### src/rtl/alu_pkg.sv
// rtl/alu_pkg.sv - aluctl code constants and arbiter FSM encoding
package alu_pkg;

    localparam logic [3:0] ALU_OR        = 4'd1;
    localparam logic [3:0] ALU_ADD       = 4'd2;
    localparam logic [3:0] ALU_DXOR      = 4'd5;
    localparam logic [3:0] ALU_SUB       = 4'd6;
    localparam logic [3:0] ALU_SLT       = 4'd7;
    localparam logic [3:0] ALU_ANDOR     = 4'd8;
    localparam logic [3:0] ALU_XORORNOT  = 4'd9;
    localparam logic [3:0] ALU_MULADDMOD = 4'd10;
    localparam logic [3:0] ALU_NOR       = 4'd12;
    localparam logic [3:0] ALU_XOR       = 4'd13;

    typedef enum logic [1:0] {
        ST_IDLE = 2'd0,
        ST_EXEC = 2'd1,
        ST_RESP = 2'd2
    } state_t;

    function automatic logic is_multi(input logic [3:0] ctl);
        return ctl == ALU_MULADDMOD;
    endfunction

endpackage

### src/rtl/rr_arb2.sv
// rtl/rr_arb2.sv - combinational two-way round-robin grant
module rr_arb2 (
    input  logic [1:0] req,
    input  logic       ptr,
    output logic [1:0] gnt
);

    // ptr names the requester that wins a tie; a lone requester always wins
    always_comb begin
        gnt = 2'b00;
        if (req[0] && (!req[1] || !ptr)) begin
            gnt[0] = 1'b1;
        end else if (req[1]) begin
            gnt[1] = 1'b1;
        end
    end

endmodule

### src/rtl/alu_arbiter.sv
// rtl/alu_arbiter.sv - shares one external ALU between pipeline and scanner requesters
module alu_arbiter
    import alu_pkg::*;
#(
    parameter int WIDTH     = 32,
    parameter int MULTI_LAT = 3
) (
    input  logic             clk,
    input  logic             rst_n,
    input  logic             req0_valid,
    input  logic [3:0]       req0_ctl,
    input  logic [WIDTH-1:0] req0_a,
    input  logic [WIDTH-1:0] req0_b,
    output logic             req0_ready,
    input  logic             req1_valid,
    input  logic [3:0]       req1_ctl,
    input  logic [WIDTH-1:0] req1_a,
    input  logic [WIDTH-1:0] req1_b,
    output logic             req1_ready,
    output logic [3:0]       alu_ctl,
    output logic [WIDTH-1:0] alu_a,
    output logic [WIDTH-1:0] alu_b,
    input  logic [WIDTH-1:0] alu_result,
    output logic             resp0_valid,
    output logic             resp1_valid,
    output logic [WIDTH-1:0] resp_data
);

    localparam logic [3:0] MULTI_CNT = 4'(MULTI_LAT - 1);

    state_t           state_q, state_d;
    logic [3:0]       cnt_q, cnt_d;
    logic [3:0]       ctl_q, ctl_d;
    logic [WIDTH-1:0] a_q, a_d;
    logic [WIDTH-1:0] b_q, b_d;
    logic [WIDTH-1:0] data_q, data_d;
    logic             ptr_q, ptr_d;
    logic             owner_q, owner_d;
    logic [1:0]       gnt;
    logic [3:0]       sel_ctl;

    rr_arb2 u_rr_arb2 (
        .req ({req1_valid, req0_valid}),
        .ptr (ptr_q),
        .gnt (gnt)
    );

    assign sel_ctl   = gnt[1] ? req1_ctl : req0_ctl;
    assign resp_data = data_q;

    always_comb begin
        state_d     = state_q;
        cnt_d       = cnt_q;
        ctl_d       = ctl_q;
        a_d         = a_q;
        b_d         = b_q;
        data_d      = data_q;
        ptr_d       = ptr_q;
        owner_d     = owner_q;
        req0_ready  = 1'b0;
        req1_ready  = 1'b0;
        alu_ctl     = 4'd0;
        alu_a       = '0;
        alu_b       = '0;
        resp0_valid = 1'b0;
        resp1_valid = 1'b0;
        case (state_q)
            ST_IDLE: begin
                if (rst_n && gnt != 2'b00) begin
                    req0_ready = gnt[0];
                    req1_ready = gnt[1];
                    owner_d    = gnt[1];
                    ptr_d      = gnt[0];
                    ctl_d      = sel_ctl;
                    a_d        = gnt[1] ? req1_a : req0_a;
                    b_d        = gnt[1] ? req1_b : req0_b;
                    cnt_d      = is_multi(sel_ctl) ? MULTI_CNT : 4'd0;
                    state_d    = ST_EXEC;
                end
            end
            ST_EXEC: begin
                alu_ctl = ctl_q;
                alu_a   = a_q;
                alu_b   = b_q;
                if (cnt_q == 4'd0) begin
                    data_d  = alu_result;
                    state_d = ST_RESP;
                end else begin
                    cnt_d = cnt_q - 4'd1;
                end
            end
            ST_RESP: begin
                // a reset arriving on the strobe cycle aborts the response too
                resp0_valid = rst_n && !owner_q;
                resp1_valid = rst_n && owner_q;
                state_d     = ST_IDLE;
            end
            default: state_d = ST_IDLE;
        endcase
    end

    always_ff @(posedge clk) begin
        if (!rst_n) begin
            state_q <= ST_IDLE;
            cnt_q   <= 4'd0;
            ctl_q   <= 4'd0;
            a_q     <= '0;
            b_q     <= '0;
            data_q  <= '0;
            ptr_q   <= 1'b0;
            owner_q <= 1'b0;
        end else begin
            state_q <= state_d;
            cnt_q   <= cnt_d;
            ctl_q   <= ctl_d;
            a_q     <= a_d;
            b_q     <= b_d;
            data_q  <= data_d;
            ptr_q   <= ptr_d;
            owner_q <= owner_d;
        end
    end

endmodule

### config.mk
export PLATFORM = sky130hd
export DESIGN_NAME = alu_arbiter
export DESIGN_NICKNAME = d
export VERILOG_FILES = /design/src/rtl/alu_pkg.sv /design/src/rtl/rr_arb2.sv /design/src/rtl/alu_arbiter.sv
export SDC_FILE = /design/constraint.sdc
export NUM_CORES = 1
export LEC_CHECK = 0
export BUFFER_PORTS_ARGS = -buffer_cell sky130_fd_sc_hd__buf_2
export CELL_PAD_IN_SITES_DETAIL_PLACEMENT = 2
export CELL_PAD_IN_SITES_GLOBAL_PLACEMENT = 2
export CORE_MARGIN = 2
export CORE_UTILIZATION = 25
export CTS_BUF_LIST = sky130_fd_sc_hd__clkbuf_8
export DETAILED_ROUTE_END_ITERATION = 7
export PLACE_DENSITY_LB_ADDON = 0.2
export SYNTH_ARGS = -nofsm -noshare
export SYNTH_HDL_FRONTEND = slang
export SYNTH_SLANG_ARGS = --single-unit
### constraint.sdc
create_clock -name clk -period 2.05 [get_ports clk]
set_clock_uncertainty 0.15 [all_clocks]
set_input_delay 0.1025 -clock clk [delete_from_list [all_inputs] [get_ports clk]]
set_output_delay 0.1025 -clock clk [all_outputs]
set_load 0.02 [all_outputs]
Yosys cells after proc, flatten, opt, wreduce, memory -nomap -nowiden
Index checks and enable logic that the tools add are counted.

Add/subtract/negate cells: 1. Muxes and demuxes: 22. Equality and inequality tests: 6. Reduce and logical (&&, ||, !) cells: 16.

Operator list (count): $mux W32 (4); $mux W4 (4); $mux W1 (9); $pmux W4 S2 (1); $mux W2 (3); $ne A2 B2 Y1 const B (3); $reduce_and A2 Y1 (3); $eq A4 B4 Y1 const B (1); $logic_and A1 B1 Y1 (4); $logic_not A4 Y1 (1); $pmux W2 S2 (1); $reduce_bool A2 Y1 (2); $sub A4 B1 Y4 const B (1); $logic_not A1 Y1 (3); $reduce_and A3 Y1 (1); $eq A2 B1 Y1 const B (1); $eq A2 B2 Y1 const B (1); $logic_not A2 Y1 (1); $logic_or A1 B1 Y1 (1).

Output and inout bits: 104. Register bits after elaboration: 108. Word-level logic and storage cells: 53.

Depth between registers and ports, before layout
Gate-level depths: netlist of the first run.

Depth in word-level cells: 9. Mapped depth: 8. Gate-level depth less buffers: 6.

Hierarchy
From an unflattened synthesis of the first run, not the netlist that was laid out.

Cells, all modules: 575. Area total of the unflattened synthesis: 5236.3 um^2.

By module, submodules not included: alu_arbiter (times used 1, sequential area each 2162.1 um^2, cells an instance 572, area each 5217.5 um^2); rr_arb2 (times used 1, sequential area each 0.0 um^2, cells an instance 3, area each 18.8 um^2).

Least setup slack after synthesis of the first run
Ideal clock, no wire load.

Path kind: register to register. From: register state_q[1]. To: register owner_q. Library setup time: 0.059 ns. Cell stages (with the launch flop): 7. Path slack: 0.415 ns. Arrival time: 1.427 ns. Period minus slack after synthesis: 1.635 ns. Path through: dfxtp_1 -> nor3b_4 -> nand2_2 -> buf_6 -> buf_6 -> nor2_1 -> o21a_1.

Cells in the longest elaborated chain, start to end: 2.

Ends and longest elaborated chain: from (decl) (RTL line alu_arbiter.sv:31) `state_t state_q, state_d;`; from (signal assigned) (RTL line alu_arbiter.sv:113) `state_q <= state_d;`; $logic_not A2 Y1 (RTL line alu_arbiter.sv:67) `case (state_q)`; $reduce_and A2 Y1 (no line); to (signal assigned) (RTL line alu_arbiter.sv:120) `owner_q <= owner_d;`; to (decl) (RTL line alu_arbiter.sv:38) `logic owner_q, owner_d;`.

Every way passes these cells. A chain may end at the register's enable or synchronous reset.

Worst setup path after layout of the first run
From: register state_q[1]. To: output port req1_ready.

Cells in the longest elaborated chain, start to end: 2.

Ends and longest elaborated chain: $logic_not A2 Y1 (RTL line alu_arbiter.sv:67); $mux W1 (RTL line alu_arbiter.sv:67); to (decl) (RTL line alu_arbiter.sv:19) `output logic req1_ready,`.

Every way passes these cells.

==> results_dict.tcl, run 1 <==
set metrics [dict create \
    worst-path-max-fanout 33 \
    p_leak_uw 0.00426 \
    ant_nets 0 \
    area_growth_pct 74.8 \
    dieHeight_um 145 \
    final_common_cell "buf_2" \
    p_per_area_nw_per_um2 612 \
    cts_buffer_depth 2 \
    cts-root-buf "clkbuf_8" \
    grt_usage_pct 22.2 \
    layout_common_cells "buf_2, dlygate4sd3_1, dfxtp_1, and2_1" \
    gp_congestion 0.716 \
    p_total_uw 5340 \
    syn_nets 745 \
    initial_core_util_pct 25.6 \
    fin_ws_ps 58.7 \
    place_inst 1074 \
    r2r_slack_ps 60 \
    yosys.cell_types.count 36 \
    instances_no_fill 1276 \
    synth_compound_area_share_pct 13.3 \
    fillCellCount 2134 \
    drive_gt1_share_pct 32.4 \
    io_pins 276 \
    synth-simple-area-share_pct 24.1 \
    placed_cell_area_um2 6670 \
    route.detailed.drc 0 \
    relSlewSlack_pct 69.4 \
    row_count 51 \
    grt_first_pass_wirelength_mm 37.7 \
    grt_max_degree 108 \
    cp.arrival_ps 1740 \
    worst_pin_slew_ps 458 \
    io_buffers 275 \
    hold_class "input port to register" \
    die-area_um2 21100 \
    via_count 5889 \
    peakVddDrop_mv 0.340 \
    hold_viol_final 0 \
    synth_top_family_by_area "simple AND/OR/NAND/NOR gates" \
    maxSlewViolCount 0 \
    required_ps 1800 \
    clk_transition_reported_paths_ps 110 \
    synth_xor_area_share_pct 0.175 \
    post-route-period-util_pct 97.1 \
    htreeDepth 3 \
    yosysSeqAreaShare_pct 43.3 \
    coreArea_um2 19500 \
    max_freq_mhz 502 \
    grt_overflow 0 \
    final_area_um2 8730 \
    die_x_um 145 \
    outcome "finished clean" \
    wl_per_cell_um 19.3 \
    avgSynthCellArea_um2 8.75 \
    ys_ff_latch 108 \
    syn_inst 571 \
    fin_nets 1179 \
    cp-start-kind "register" \
    drtIter0Drc 155 \
    cts.sink_count 108 \
    pre_cts_slack_ps 171 \
    holdWs_ps 84.5 \
    cts_buffers 9 \
    antenna_found_initial 3 \
    synth-warning-count 0 \
    insertion_delay_ps 380 \
    fin_crit_ps 1990 \
    crit_type "register to output pin" \
    synthAdderAreaFrac_pct 0.501 \
    first_pass_iters 4 \
    syn_area_um2 4990 \
    finalSetupViolCount 0 \
    detail_route.wirelength_mm 24.7 \
    hpwl_mm 13.6 \
    synth_mux_area_share_pct 13.6 \
    maxCapViolCount 0 \
    grt_pass1_vias 6918 \
    crit_path_end_kind "output pin" \
    post_drt_via_cell_ratio 4.62 \
    cts_tree "done" \
]
## timing repair
action                                  in CTS  in global routing
hold buffers                               169                  0
gates cloned                                 1                  2
resized for setup                            1                 11
setup buffers                                3                 10
endpoints found under the hold margin      101                  0
pin swaps                                    1                  3
endpoints found under the setup margin      54                 36
## Yosys cell counts, drive strengths merged
| library cell | count | area share, % |
|---|---|---|
| a21boi | 34 | 5.1 |
| a21o | 1 | 0.15 |
| a21oi | 1 | 0.10 |
| a22oi | 1 | 0.25 |
| a311o | 1 | 0.20 |
| a41o | 1 | 0.20 |
| and2 | 71 | 8.9 |
| and3 | 4 | 0.50 |
| buf | 29 | 3.4 |
| clkbuf | 19 | 1.4 |
| dfxtp | 108 | 43 |
| ha | 2 | 0.50 |
| inv | 3 | 0.23 |
| mux2i | 68 | 14 |
| nand2 | 70 | 5.3 |
| nand2b | 2 | 0.25 |
| nand3 | 68 | 6.8 |
| nand4bb | 1 | 0.23 |
| nor2 | 3 | 0.28 |
| nor2b | 3 | 0.38 |
| nor3b | 2 | 0.53 |
| nor4bb | 1 | 0.20 |
| o21a | 1 | 0.15 |
| o21ai | 71 | 7.1 |
| or2 | 1 | 0.13 |
| or3 | 3 | 0.38 |
| or3b | 1 | 0.18 |
| xnor2 | 1 | 0.18 |
## power by group
group	total, uW	switching, uW	internal (uW)
registers	2480	138	2340
clock network	1230	794	437
logic	1630	837	797
total	5340	1770	3570
## cell families after synthesis
family | count (synthesis)
simple gates | 230
compound gates | 111
flops | 108
mux | 68
buf+inv | 51
fa+ha+maj | 2
xor+xnor | 1
## per-stage QoR
step | util [%] | TNS (ps)
after floorplan | - | 0
after global placement | 34.1 | 0
after detailed placement | 34.1 | 0
after CTS | 43.9 | 0
after global routing | 44.7 | -25.2
final | 44.7 | 0
## final cells by class
cell class,instances,area [um^2],share of cell area (%)
antenna,2,5.00,0.0573
clock buffer,9,124,1.42
clock inverter,6,41.3,0.473
inverter,3,11.3,0.129
multi-input combinational,413,2620,30.1
sequential,108,2170,24.8
tap,265,332,3.80
timing repair buffer,470,3430,39.2
## routing by layer
metal	up-vias	part of all wire, %	GRT usage [%]
li1	2815	-	-
met1	2854	39	23.4
met2	193	54	43.4
met3	27	5.6	6.02
met4	0	1.6	5.59
met5	-	0	0
## registers in the layout (all words and copies together), names as in the netlist
name and cells:
cnt_q 4, b_q 32, ptr_q 1, a_q 32
ctl_q 4, state_q 2, resp_data 32, owner_q 1
## final timing paths
| check | startpoint | endpoint | cells past startpoint |
|---|---|---|---|
| min reg2reg | resp_data[3] | resp_data[3] | 2 |
| min | req1_valid | ptr_q | 4 |
| max reg2reg | state_q[1] | b_q[21] | 6 |
| max | state_q[1] | req1_ready | 5 |
## worst max-delay path, stage by stage, from the launching register on
cell and delay (ps):
dfxtp_4 380, nor3b_4 270, nand2_4 120, buf_12 180, nor2_1 180, buf_2 230
(Power assumes the default switching activity.)
==> run 2, diff against run 1 <==
--- a/config.mk
+++ b/config.mk
@@ -9,8 +9,8 @@
 export CELL_PAD_IN_SITES_DETAIL_PLACEMENT = 2
 export CELL_PAD_IN_SITES_GLOBAL_PLACEMENT = 2
 export CORE_MARGIN = 2
-export CORE_UTILIZATION = 25
-export CTS_BUF_LIST = sky130_fd_sc_hd__clkbuf_8
+export CORE_UTILIZATION = 24
+export CTS_BUF_LIST = sky130_fd_sc_hd__clkbuf_4 sky130_fd_sc_hd__clkbuf_8 sky130_fd_sc_hd__clkbuf_16
 export DETAILED_ROUTE_END_ITERATION = 7
 export PLACE_DENSITY_LB_ADDON = 0.2
 export SYNTH_ARGS = -nofsm -noshare
==> run 2 against run 1 <==
  * Critical path depth is 1 higher
  * Setup slack worse by 5.6 ps
  * First-iteration DRC count down 17%
  * Critical endpoint is now b_q[20]
==> results_dict.tcl, run 2 (synthesis gave the netlist of run 1 again) <==
set metrics [dict create \
    outcome "finished clean" \
    coreArea_um2 20300 \
    maxCapViolCount 0 \
    routedLengthMet1_mm 9.42 \
    insertion_delay_ps 340 \
    critPathMaxStageDelay_ps 580 \
    worst_path_max_delay_cell "dlygate4sd3_1" \
    p_leak_uw 0.00424 \
    detail_route.wirelength_mm 24.0 \
    grt_first_pass_wirelength_mm 36.4 \
    relSlewSlack_pct 55.6 \
    crit_type "register to register" \
    cp.arrival_ps 2070 \
    placed_cell_area_um2 6640 \
    cts_buffers 9 \
    hold_viol_final 0 \
    first_pass_iters 5 \
    grt_max_degree 75 \
    seqCellArea_um2 2160 \
    clk_transition_reported_paths_ps 70 \
    crit_buf_inv 2 \
    ant_nets 0 \
    finalSetupViolCount 0 \
    worst-path-max-fanout 12 \
    grt_usage_pct 21.1 \
    cp-start-kind "register" \
    via_count 5890 \
    post_drt_via_cell_ratio 4.63 \
    wl_met2_mm 12.5 \
    io_buffers 275 \
    final_area_um2 8710 \
    fillCellCount 2248 \
    wl_met3_mm 1.24 \
    hold_class "input port to register" \
    final_common_cell "buf_2" \
    row_count 52 \
    area_growth_pct 74.3 \
    crit_chain "nand2b_1 > nand2_4 > buf_12 > mux2i_2 > dlygate4sd3_1 > o21ai_1" \
    gp_congestion 0.709 \
    fin_ws_ps 53.1 \
    initial_core_util_pct 24.6 \
    p_per_area_nw_per_um2 667 \
    grt_pass1_vias 6823 \
    worst_pin_slew_ps 666 \
    cts_tree "done" \
    layout_common_cells "buf_2, dlygate4sd3_1, dfxtp_1, and2_1" \
    post-route-period-util_pct 97.4 \
    route.detailed.drc 0 \
    die_x_um 148 \
    wl_per_cell_um 18.9 \
    cts.sink_count 108 \
    htreeDepth 3 \
    highest_layer "met4" \
    max_freq_mhz 501 \
    cts-root-buf "clkbuf_16" \
    hpwl_mm 13.7 \
    dieHeight_um 148 \
    crit_path_end_kind "register" \
    antenna_found_initial 4 \
    fin_nets 1167 \
    fin_crit_ps 2000 \
    pre_cts_slack_ps 200 \
    io_pins 276 \
    cpLargestDelayFamily "buffers and inverters" \
    required_ps 2130 \
    drive_gt1_share_pct 31.4 \
    die-area_um2 22000 \
    drtIter0Drc 128 \
    maxSlewViolCount 0 \
    peakVddDrop_mv 0.349 \
    multiInputGateArea_um2 2610 \
    cts_buffer_depth 2 \
    grt_overflow 0 \
]
## run 2: cell types whose count changed in the layout (fill, tap and decap cells not counted), sizes merged
cell | previous run | this run
bufinv | 0 | 1
clkinvlp | 3 | 2
buf | 299 | 289
inv | 4 | 3
diode | 2 | 4
clkbuf | 11 | 12
nor2b | 4 | 3
clkinv | 2 | 1
## run 2: final timing paths
check / start / endpoint / slack (ps) / depth (start not counted)
worst max-delay path: ptr_q / b_q[20] / 50 / 6
worst max register to register: ptr_q / b_q[20] / 50 / 6
worst min register to register: resp_data[5] / resp_data[5] / 310 / 2
worst min-delay path: req1_valid / ptr_q / 100 / 4
## run 2: repair_timing
action                     in CTS  in global routing
gates cloned                    0                  1
pin swaps                       0                  3
hold buffers                  169                  0
hold endpoints to repair      101                  0
buffers inserted                0                  2
gates resized for setup         3                  3
setup endpoints to repair      22                 44
## run 2: per-stage QoR
stage / utilization [%] / total power [uW] / TNS [ps] / std cells / hold slack [ps]
finish: 42.9 / 5810 / 0 / 1271 / 100
global route: 42.9 / 6140 / -1.19 / 1271 / 171
CTS: 42.6 / 5810 / 0 / 1264 / 93.5
detailed placement: 32.7 / 3730 / 0 / 1080 / 206
global placement: 32.7 / 3650 / 0 / 1080 / 194
floorplan: - / 3210 / 0 / 571 / 87.4
## run 2: layer usage
layer | global-route usage, % | vias to the layer above
li1 | - | 2796
met1 | 22.7 | 2835
met2 | 39.8 | 210
met3 | 4.29 | 49
met4 | 9.05 | 0
met5 | 0 | -
## run 2: tightest hold or removal path, cell delays in order
cell and delay (ps):
buf_2 150, nand2_1 70, and3_1 170, a21o_1 80
## run 2: power breakdown
part           internal, uW  switching, uW  total, uW
clock network           988            809       1800
logic                   740            809       1550
registers              2340            127       2460
## run 2: layout make-up
cell class,instances,share of cell area [%]
Timing Repair Buffer,459,37.6
Multi-Input combinational cell,412,30.0
Sequential cell,108,24.8
Tap cell,270,3.88
Clock buffer,11,2.83
Clock inverter,4,0.575
Inverter,3,0.129
Antenna cell,4,0.115
==> run 3, diff against run 2 <==
==> constraint.sdc (replaced) <==
create_clock -name clk -period 2.21 [get_ports clk]
set_clock_uncertainty 0.15 [all_clocks]
set_input_delay 0.1105 -clock clk [delete_from_list [all_inputs] [get_ports clk]]
set_output_delay 0.1105 -clock clk [all_outputs]
set_load 0.02 [all_outputs]
==> run 3 against run 2 <==
  * The flow now finishes with violations (hold timing)
  * Setup slack gained 47 ps
  * Power down 9.2%
  * Sequential cell count unchanged
  * Global-route usage grew 0.85 points
  * Die area is the same
  * Core utilization shrank 0.47 points
  * Register-to-register slack improved by 110 ps
  * Cell area shrank 1.1%
  * Critical path type is now input port to output pin
==> results_dict.tcl, run 3 (synthesis gave the netlist of run 1 again) <==
set metrics [dict create \
    row_count 52 \
    die_x_um 148 \
    grt_first_pass_wirelength_mm 37.4 \
    worst_pin_slew_ps 596 \
    cp-start-kind "input port" \
    holdWs_ps -6.92 \
    cts_buffers 9 \
    violations "hold timing" \
    route.detailed.drc 0 \
    io_pins 276 \
    post_drt_via_cell_ratio 4.58 \
    via_count 5811 \
    post_cts_buffers 0 \
    grt_overflow 0 \
    first_pass_iters 4 \
    place_inst 1080 \
    gp_congestion 0.746 \
    hold_class "input port to register" \
    fillCellCount 2277 \
    p_leak_uw 0.00420 \
    drtIter0Drc 135 \
    grt_pass1_vias 6791 \
    cp.arrival_ps 1850 \
    p_per_area_nw_per_um2 613 \
    fin_crit_ps 2110 \
    cts-root-buf "clkbuf_16" \
    hpwl_mm 13.9 \
    coreArea_um2 20300 \
    fin_tns_setup_ps 0 \
    cts_tree "done" \
    ant_nets 0 \
    wl_per_cell_um 19.1 \
    required_ps 1950 \
    maxSlewViolCount 0 \
    layout_common_cells "buf_2, dlygate4sd3_1, dfxtp_1, and2_1" \
    crit_path_end_kind "output pin" \
    io_buffers 275 \
    grt_usage_pct 21.9 \
    worst-path-max-fanout 23 \
    final_common_cell "buf_2" \
    instances_no_fill 1269 \
    finalSetupViolCount 0 \
    insertion_delay_ps 350 \
    initial_core_util_pct 24.6 \
    crit_type "input port to output pin" \
    cts.sink_count 108 \
    clk_transition_reported_paths_ps 80 \
    relSlewSlack_pct 60.3 \
    maxCapViolCount 0 \
    cts_buffer_depth 2 \
    peakVddDrop_mv 0.441 \
    max_freq_mhz 474 \
    hold_viol_final 1 \
    die-area_um2 22000 \
    outcome "finished with violations" \
    post-route-period-util_pct 95.5 \
    antenna_found_initial 4 \
    drive_gt1_share_pct 31.1 \
    dieHeight_um 148 \
    fin_nets 1164 \
    htreeDepth 3 \
    grt_max_degree 67 \
    area_growth_pct 72.4 \
    rsz0062_at_grt "no" \
    detail_route.wirelength_mm 24.2 \
]
==> run 3: cell count changes in the layout (fill, tap and decap cells not counted), sizes merged <==
cell,before,now
buf,289,287
bufinv,1,0
clkbuf,12,9
clkinv,1,4
clkinvlp,2,0
inv,3,6
==> run 3: layout make-up <==
cell class	instances	area (um^2)	share of cell area (%)
Inverter	3	11.3	0.131
Clock inverter	7	57.6	0.669
Tap cell	270	338	3.92
Sequential cell	108	2160	25.1
Multi-Input combinational cell	412	2610	30.3
Clock buffer	9	225	2.62
Antenna cell	4	10.0	0.116
Timing Repair Buffer	456	3200	37.1
==> run 3: where the power goes <==
group	total (uW)	internal (uW)	leakage, uW	switching, uW
Combinational	1410	665	0.00317	748
Sequential	2280	2170	0.000890	117
Clock	1580	783	0.000141	793
==> run 3: worst paths after layout <==
kind	end	slack [ps]	depth (start not counted)	start
worst max-delay path	req1_ready	100	7	req0_valid
worst min-delay path	a_q[0]	-7	3	req0_a[0]
worst max register to register	b_q[3]	160	5	ptr_q
worst min register to register	resp_data[29]	310	2	resp_data[29]
==> run 3: per-layer routing <==
layer	up-vias	part of all wire, %	track usage, %	wire (um)
met5	-	0	0	0
met4	0	3.3	9.43	790
met3	45	5.1	4.72	1230
met2	204	52	41.1	12700
met1	2775	39	23.7	9520
li1	2787	-	-	-
==> run 3: critical path: stages <==
cell	delay, ps
dlygate4sd3_1	550
buf_2	140
nand2b_1	220
nand2_8	190
buf_12	230
nor2_1	170
buf_2	220
==> run 3: timing repair <==
| item | 4_1_cts | 5_1_grt |
|---|---|---|
| gates resized for setup | 0 | 1 |
| hold buffers | 169 | 0 |
| endpoints found under the setup margin | 0 | 1 |
| endpoints found under the hold margin | 102 | 0 |
==> run 3: stage by stage <==
stage          hold WS [ps]  worst slack [ps]  util, %  total power, uW  cell area [um^2]
3_5_place_dp            214               358     32.6             3450              6620
5_1_grt                42.8              18.4     42.4             5610              8610
6_report              -6.92               100     42.4             5270              8610
2_1_floorplan          95.4               575        -             2980              4990
4_1_cts                2.69              95.2     42.3             5310              8590
3_3_place_gp            204               459     32.6             3390              6620
